$ cat config.mk
export PLATFORM = sky130hd
export DESIGN_NAME = d_e_reg
export DESIGN_NICKNAME = d
export VERILOG_FILES = /design/src/rtl/d_e_reg.sv
export SDC_FILE = /design/constraint.sdc
export NUM_CORES = 1
export LEC_CHECK = 0
export CORE_ASPECT_RATIO = 0.5
export CORE_MARGIN = 2
export CORE_UTILIZATION = 34
export DETAILED_ROUTE_END_ITERATION = 6
export GPL_TIMING_DRIVEN = 0
export PLACE_DENSITY = 0.88
export SETUP_SLACK_MARGIN = 0.05
export SLEW_MARGIN = 20
export SYNTH_ARGS = -nofsm -noshare
export SYNTH_HDL_FRONTEND = slang
export SYNTH_SLANG_ARGS = --single-unit
export TNS_END_PERCENT = 1
$ cat constraint.sdc
create_clock -name clk -period 1.1 [get_ports clk]
set_input_delay 0.22 -clock clk [delete_from_list [all_inputs] [get_ports clk]]
set_output_delay 0.22 -clock clk [all_outputs]
set_load 0.02 [all_outputs]
$ cat src/rtl/d_e_reg.sv
// ---------------------------------------------------------------------------
// d_e_reg -- Decode/Execute pipeline register of the 5-stage MIPS CPU.
//
// Captures the D-stage results for E on every rising clock edge. There is no
// hold mode; D and F are frozen upstream when the pipeline stalls.
// Update priority per edge: reset > req > stall > normal load.
//
// Ports:
//   clk          in   1   system clock, all updates on rising edge
//   reset        in   1   synchronous active-high reset (E_PC <- RESET_PC)
//   req          in   1   CP0 exception/interrupt flush (E_PC <- HANDLER_PC)
//   stall        in   1   hazard bubble; keeps PC/BD, clears everything else
//   D_instr      in   32  decoded instruction word
//   D_PC         in   32  PC of the D-stage instruction
//   D_ext_imm16  in   32  extended immediate
//   D_rs_data    in   32  forwarded rs value
//   D_rt_data    in   32  forwarded rt value
//   D_BD         in   1   instruction sits in a branch delay slot
//   D_ExcCode    in   5   exception code from F/D (0 = none)
//   E_*          out      registered copies of the D_* inputs
//   E_valid      out  1   1 = real instruction, 0 = bubble/flush
// ---------------------------------------------------------------------------
module d_e_reg #(
    parameter logic [31:0] HANDLER_PC = 32'h0000_4180,
    parameter logic [31:0] RESET_PC   = 32'h0000_3000
) (
    input  logic        clk,
    input  logic        reset,
    input  logic        req,
    input  logic        stall,
    input  logic [31:0] D_instr,
    input  logic [31:0] D_PC,
    input  logic [31:0] D_ext_imm16,
    input  logic [31:0] D_rs_data,
    input  logic [31:0] D_rt_data,
    input  logic        D_BD,
    input  logic [4:0]  D_ExcCode,
    output logic [31:0] E_instr,
    output logic [31:0] E_PC,
    output logic [31:0] E_ext_imm16,
    output logic [31:0] E_rs_data,
    output logic [31:0] E_rt_data,
    output logic        E_BD,
    output logic [4:0]  E_ExcCode,
    output logic        E_valid
);

    logic [31:0] r_instr;
    logic [31:0] r_pc;
    logic [31:0] r_ext_imm16;
    logic [31:0] r_rs_data;
    logic [31:0] r_rt_data;
    logic        r_bd;
    logic [4:0]  r_exc_code;
    logic        r_valid;

    always_ff @(posedge clk) begin
        if (reset) begin
            r_instr     <= '0;
            r_pc        <= RESET_PC;
            r_ext_imm16 <= '0;
            r_rs_data   <= '0;
            r_rt_data   <= '0;
            r_bd        <= 1'b0;
            r_exc_code  <= '0;
            r_valid     <= 1'b0;
        end else if (req) begin
            r_instr     <= '0;
            r_pc        <= HANDLER_PC;
            r_ext_imm16 <= '0;
            r_rs_data   <= '0;
            r_rt_data   <= '0;
            r_bd        <= 1'b0;
            r_exc_code  <= '0;
            r_valid     <= 1'b0;
        end else if (stall) begin
            // Bubble keeps PC and BD so CP0 still reports the right EPC/BD
            // if an interrupt lands while the bubble travels through E/M.
            r_instr     <= '0;
            r_pc        <= D_PC;
            r_ext_imm16 <= '0;
            r_rs_data   <= '0;
            r_rt_data   <= '0;
            r_bd        <= D_BD;
            r_exc_code  <= '0;
            r_valid     <= 1'b0;
        end else begin
            r_instr     <= D_instr;
            r_pc        <= D_PC;
            r_ext_imm16 <= D_ext_imm16;
            r_rs_data   <= D_rs_data;
            r_rt_data   <= D_rt_data;
            r_bd        <= D_BD;
            r_exc_code  <= D_ExcCode;
            r_valid     <= 1'b1;
        end
    end

    assign E_instr     = r_instr;
    assign E_PC        = r_pc;
    assign E_ext_imm16 = r_ext_imm16;
    assign E_rs_data   = r_rs_data;
    assign E_rt_data   = r_rt_data;
    assign E_BD        = r_bd;
    assign E_ExcCode   = r_exc_code;
    assign E_valid     = r_valid;

endmodule

==> summary by stage, run 1 <==
Outcome
The flow ran to the end, but the final reports show violations. The final reports fail on DRC.

Drt
The final route contains between 3000 and 4000 vias. The average detailed-routed wire length per instance is between 15 and 20 um. In the routed layout, each cell is associated on average with a via count of between 3 and 4. Once detail routing completed, the nets flagged for antenna violations numbered 0.

The post-detailed-route DRC marker count is 12. The first detailed-routing pass ran for 6 iterations. The detailed router finished its first iteration with between 70 and 80 violations.

For this block, the routed nets add up to 14100 um of wire.

Floorplan
The core region is around 13000 um2. between 300 and 400 I/O pins were placed. The row count is 29. The height of the die is around 86 um. The area enclosed by the die boundary is between 10000 and 15000 um2.

In this run the horizontal extent of the chip is about 170 um. Once the floorplan was initialized, standard cells occupied a little over a third of the core.

Min path
The start point of the worst hold path is reset. Along the worst hold path, the cell count comes to 2. The worst hold path endpoint is E_PC[14]. In this run the worst hold path is classified as input pin to flop.

Placement
The count of buffers inserted at the top-level ports is around 340. The post-detailed-placement half-perimeter wirelength is around 11000 um. The post-placement cell count is around 860. Routability-driven placement finished with a final weighted congestion of approximately 0.82.

CTS
The number of buffers created by CTS is 17. The CTS tree is yes. CTS saw roughly 170 sinks. The maximum root-to-sink buffer count is 2. Clock-pin slew was measured on the worst setup and hold paths at 0.07 ns. The clock root buffer is clkbuf_16.

The H-tree was split into 4 levels.

Final layout
The proportion of layout cells with a drive suffix above 1 is between 50% and 60%. The count of antenna diodes in the layout is 0. At the end of the flow, the number of nets in the layout was between 800 and 900. At the end of the flow the core is filled with cells to 71.0%. The library cell used most frequently in the layout, excluding fill and tap cells, is buf_6.

The finished layout holds 895 standard cells, fillers aside. Leaving out fill and tap cells, the most frequent cells in the layout are 172 x buf_6, 166 x dfxtp_2, 166 x clkdlybuf4s50_1. The layout-stage area growth over the synthesis result is 101%.

Synthesis
By area the synthesized netlist is led by dfxtp_1 74%, and2_1 22%, buf_6 1.7%. Sequential elements use 73.9% of the synthesized area. The number of flip-flops and latches in the synthesized netlist is approximately 170. For this run, the number of Yosys warnings is 0. dfxtp_1 takes more of the synthesized area than any other cell. Dividing the synthesized area by the synthesized cell count gives between 10 and 15 um2.

The cell count after synthesis is 355. The number of unique standard cell types used by synthesis is 9. After synthesis, the largest area contributor takes up 73.9% of total cell area.

The cell area after synthesis is 4530 um2. When the netlist entered floorplanning its net count stood at between 500 and 600.

GRT
For this run, the total global-route usage over all layers was measured as between 10% and 20%. The first global-routing pass estimated approximately 21000 um of wire. Entering global routing, the biggest net connects 17 pins. The total global routing overflow is 0. The number of global-route vias before repair is 3807. The number of antenna violations at the first check in global routing was 0.

Timing
The final-report max-slew violation count is 0. The clock period minus final worst setup slack is roughly 1.1 ns. The worst pin sits at a relative slew slack of between 70% and 80%. At the pin with the least slew margin, the transition time is 0.381 ns. The maximum clock frequency is 913 MHz. Setup violations remaining at the end of the flow were counted as 0. For the final routed database, the setup TNS stands at 0 ns. Setup repair after global routing could not meet its margin everywhere. The number of hold-slack violations in the final timing report is 0. On the final layout, the worst hold slack is approximately 0.35 ns. In the finished design, the share of the clock period the worst path needs comes to between 90% and 100%.

Worst setup path
For the worst setup path, the data required time is approximately 0.88 ns. Traced cell by cell, the critical path runs through buf_6. Of all nets on the critical path, the largest fanout is 1. Among all stages on the critical path, the largest delay is contributed by dfxtp_2. The depth of the critical timing path with buffers and inverters included is 1. The top cell family by delay on the critical path is flip-flops.

By startpoint and endpoint, the worst setup path is classified as flop to primary output. The largest incremental delay on the critical path is roughly 0.36 ns. The critical path starts at E_rs_data[6].

STA classifies the critical path endpoint as a primary output. The buffers plus inverters on the worst setup path is 1. STA puts the critical path data arrival time at between 0.8 and 0.9 ns.

STA classifies the critical path startpoint as a flop.

Power
The cell leakage power is between 3 and 4 nW. Dividing total power by cell area gives a power density of ~1500 nW/um2. The peak ir drop on the vdd network is between 0.001 and 0.0015 V.

Run
The tool flagged a number of max-cap violations equal to 0.
worst max-delay path by stage:
stage / endpoint / slack (ns)
finish: E_rs_data[6] / 0.004
CTS: E_rs_data[6] / -0.006
floorplan: E_ext_imm16[0] / 0.16
detailed placement: E_rt_data[1] / -0.80
global placement: E_rt_data[1] / -0.75
global route: E_rt_data[10] / -0.03
through the flow:
stage	instance area (um2)	total power, mW	setup WS [ns]
after CTS	8830	13.5	-0.00592
final	9110	13.5	0.00425
after detailed placement	8100	7.85	-0.795
after floorplan	4530	6.83	0.161
after global routing	9110	14.0	-0.0269
after global placement	8100	7.81	-0.754
cell usage after synthesis (all sizes together):
master and instances:
a21o 2, and2 161, buf 8, clkbuf 8, dfxtp 167, inv 1
nor2 7, nor3 1
flip-flops by register name, indices dropped and copies added (netlist names):
| register | count |
|---|---|
| E_rt_data | 32 |
| E_instr | 32 |
| E_PC | 32 |
| E_valid | 1 |
| E_ExcCode | 5 |
| E_BD | 1 |
| E_rs_data | 32 |
| E_ext_imm16 | 32 |
cells by family (layout without fill, tap and decap cells):
kind of cell	count (synthesis)	in the layout	synth area share, %
AND/OR/NAND/NOR	169	169	23.2
AO/OA/AOI/OAI	2	2	0.332
buffers and inverters	17	387	2.60
flip-flops	167	167	73.9
power breakdown:
group / internal [mW] / switching, mW
logic: 0.964 / 0.507
registers: 6.26 / 0.0874
clock network: 3.17 / 2.47
metal layers:
layer / wire, um / track usage [%]
met5: 0 / 0
met4: 238 / 5.22
met3: 719 / 5.35
met2: 7970 / 37.5
met1: 5220 / 20.9
cell type report:
type | instances | area [um2]
Fill cell | 897 | 3730
Timing Repair Buffer | 338 | 3580
Sequential cell | 167 | 3550
Multi-Input combinational cell | 171 | 1070
Clock buffer | 18 | 429
Tap cell | 170 | 213
Clock inverter | 14 | 139
Buffer | 16 | 128
Inverter | 1 | 3.75
repair_timing:
item | CTS | global route
setup buffers | 2 | 0
endpoints found under the setup margin | 329 | 222
hold buffers | 0 | 0
pin swaps | 1 | 0
resized for setup | 1070 | 112
endpoints found under the hold margin | 0 | 0
Note: power is estimated with default switching activity, not from simulation.
==> run 2: changes to the inputs <==
--- a/config.mk
+++ b/config.mk
@@ -9,7 +9,6 @@
 export CORE_MARGIN = 2
 export CORE_UTILIZATION = 34
 export DETAILED_ROUTE_END_ITERATION = 6
-export GPL_TIMING_DRIVEN = 0
 export PLACE_DENSITY = 0.88
 export SETUP_SLACK_MARGIN = 0.05
 export SLEW_MARGIN = 20
==> run 2 against run 1 <==
The flow still finishes with violations (DRC). Largest power group unchanged. Maximum frequency up 1.7%. Final cell count decreased by 1.0%. Design area fell by 0.33%. Core utilization decreased by 0.23 points. Combinational power hardly changed. Global-route usage rose by 0.30 points. Critical path type unchanged. Highest routed layer unchanged. Sequential cell count unchanged.
==> summary by stage, run 2 (synthesis results as in run 1) <==
Worst setup path
The worst setup path startpoint is E_rt_data[3]. The top cell family by delay on the critical path is flip-flops. The critical path endpoint category is a primary output.

The worst path arrival time is 0.86 ns (-0.02 ns). The buffers plus inverters on the worst setup path came to 1 (unchanged). The data required time of the worst path was 0.88 ns (about the same).

The worst setup path is launched from a flop. Traced cell by cell, the critical path runs through buf_6. The slowest stage of the critical path belongs to the cell dfxtp_2. The top fanout value on the critical path was 1 (unchanged). The largest incremental delay on the critical path was 0.35 ns (about the same). The worst setup path is of the flop to primary output kind.

Final layout
The number of fillers in the final layout is 929 (+3.6%). The proportion of layout cells with a drive suffix above 1 is 52.7% (about the same). The count of antenna diodes in the layout is 0 (unchanged).

The area of combinational cells with multiple inputs is 1070 um2 (-0.23%). The final-stage net count is 874 (-0.91%). Leaving out fill and tap cells, the most frequent cell in the layout is buf_6. The cell area after layout is 9080 um2 (-0.33%). The layout-stage area growth over the synthesis result is 101%.

The top cell types in the final layout, fill and taps aside, are 168 x buf_6, 167 x dfxtp_2, 166 x clkdlybuf4s50_1. The register area is 3550 um2 (about the same). The utilization of the core after routing was 70.7% (-0.23 points).

Floorplan
The row count is 29 (unchanged). The height of the die came to 85.6 um (unchanged). The number of primary I/O pins is 337 (unchanged).

The area enclosed by the die boundary is 14300 um2 (unchanged). The area of the core is 12800 um2 (unchanged). The die width came to 167 um (unchanged). The initial standard-cell utilization of the core is 35.2% (unchanged).

GRT
The total global routing overflow is 0 (unchanged). The first-pass GRT wire length came to 21100 um (+1.5%). The met1 global-route usage came to 21.0% (+0.14 points).

The number of antenna violations at the first check in global routing is 0 (unchanged). The met2 routing resource usage after global routing was 38.8% (+1.2 points). The pin count of the biggest net entering global routing is 59 (+42). The met3 usage in global routing is 4.85% (-0.51 points). The number of global-route vias before repair is 3733 (-1.9%).

The most congested layer reported by global routing is met2. The global routing usage summed across all routing layers is 19.6% (+0.30 points).

Timing
The clock period minus final worst setup slack is 1.08 ns (-0.0186 ns). Setup repair after global routing could not meet its margin everywhere. The maximum clock frequency is 928 MHz (+1.7%). The ratio of final minimum period to clock period is 97.9% (-1.7 points). The final-report max-slew violation count is 0 (unchanged). The number of hold-slack violations in the final timing report came to 0 (unchanged). The transition time at the pin with the least slew margin is 0.180 ns (-0.201 ns). The final-report setup violation count was 0 (unchanged).

The worst slew slack as a fraction of its limit came to 88.0% (+13 points). The smallest hold slack is 0.310 ns (-0.0382 ns).

Power
The total power divided by cell area came to 1450 nW/um2 (-2.0%). The cell leakage power is 3.96 nW (-0.58%). The design internal power was 10.1 mW (-2.5%). The sequential fraction of design power is 48.3% (+1.1 points). The power share of the combinational group is 11.3% (+0.4 points). The switching part of the total is 22.9% (+0.16 points). The reported net switching power is 3.02 mW (-1.6%). The overall power after layout was 13.2 mW (-2.3%). The clock network power share was 40.4% (-1.5 points). The peak ir drop on the vdd network was 0.000855 V (-26%).

Min path
The worst hold path endpoint is E_PC[7]. The cell depth of the worst min-delay path is 4 (+2). The tightest min-delay check is of the input pin to flop type.

The start point of the worst hold path is req.

Run
The number of violations of the max-capacitance limit was 0 (unchanged).

CTS
The clock sink count came to 167 (unchanged). The H-tree level count came to 4 (unchanged). The cts-stage hold buffer count is 0 (unchanged). The maximum root-to-sink buffer count is 2 (unchanged). The clock root buffer is clkbuf_16. The number of buffers created by CTS is 17 (unchanged). The clock-pin slew on the worst setup and hold paths is 0.07 ns (about the same). TritonCTS built the clock tree.

Drt
The post-detailed-route DRC marker count was 12 (unchanged). The remaining antenna violation count was 0 (unchanged). The routed via count is 3540 (-0.87%). The average detailed-routed wire length per instance was 16.4 um (+3.5%). The count of TritonRoute iterations in the first routing pass was 7 (+1). The detail-routed via count per cell is 4.00 (+0.14%). The total wirelength of the detailed-routed design is 14500 um (+2.5%). The violation count after the first detailed-route iteration was 115 (+55%).

Placement
The cell area reported after detailed placement is 8070 um2 (-0.39%). The weighted congestion at the end of routability-driven global placement came to 0.804 (-1.4%). The count of buffers inserted at the top-level ports was 336 (unchanged).

The post-detailed-placement half-perimeter wirelength is 11100 um (-1.5%).

Outcome
The flow ran to the end, but the final reports show violations. The checks that failed: DRC.
run 2: repair_timing:
action | CTS | global route
hold endpoints to repair | 0 | 0
buffers inserted | 2 | 0
pin swaps | 1 | 0
resized for setup | 1064 | 99
endpoints found under the setup margin | 293 | 269
cloned | 1 | 0
run 2: cell type report:
class | instances | area share (%)
inverter | 1 | 0.0413
tap | 170 | 2.34
multi-input combinational | 171 | 11.8
sequential | 167 | 39.1
timing repair buffer | 346 | 40.9
clock buffer | 18 | 4.72
clock inverter | 13 | 1.12
run 2: how the worst max path moves through the flow:
stage                endpoint  slack, ns  cells past startpoint
2_1_floorplan  E_ext_imm16[0]       0.16                      4
3_3_place_gp    E_rt_data[10]      -0.39                      4
3_5_place_dp    E_rs_data[20]      -0.45                      4
4_1_cts               E_PC[4]       0.01                      1
5_1_grt          E_rt_data[3]      -0.01                      1
6_report         E_rt_data[3]       0.02                      1
run 2: stage by stage:
| step | setup slack [ns] | setup TNS (ns) | std cells |
|---|---|---|---|
| global placement | -0.393 | -61.12 | 852 |
| finish | 0.0229 | 0 | 886 |
| detailed placement | -0.451 | -66.97 | 852 |
| floorplan | 0.161 | 0 | 355 |
| CTS | 0.0109 | 0 | 886 |
| global route | -0.00958 | -0.0455 | 886 |
run 2: power groups by stage:
stage | Clock, mW | Combinational (mW) | Sequential [mW]
floorplan | 0 | 0.175 | 6.65
global placement | 0 | 1.40 | 6.41
detailed placement | 0 | 1.43 | 6.42
CTS | 5.43 | 1.45 | 6.34
global route | 5.73 | 1.56 | 6.37
finish | 5.32 | 1.48 | 6.36
run 2: layer usage:
metal / wire length, um / part of all wire [%]
met1: 5420 / 37
met4: 176 / 1.2
met5: 0 / 0
met3: 648 / 4.5
met2: 8260 / 57
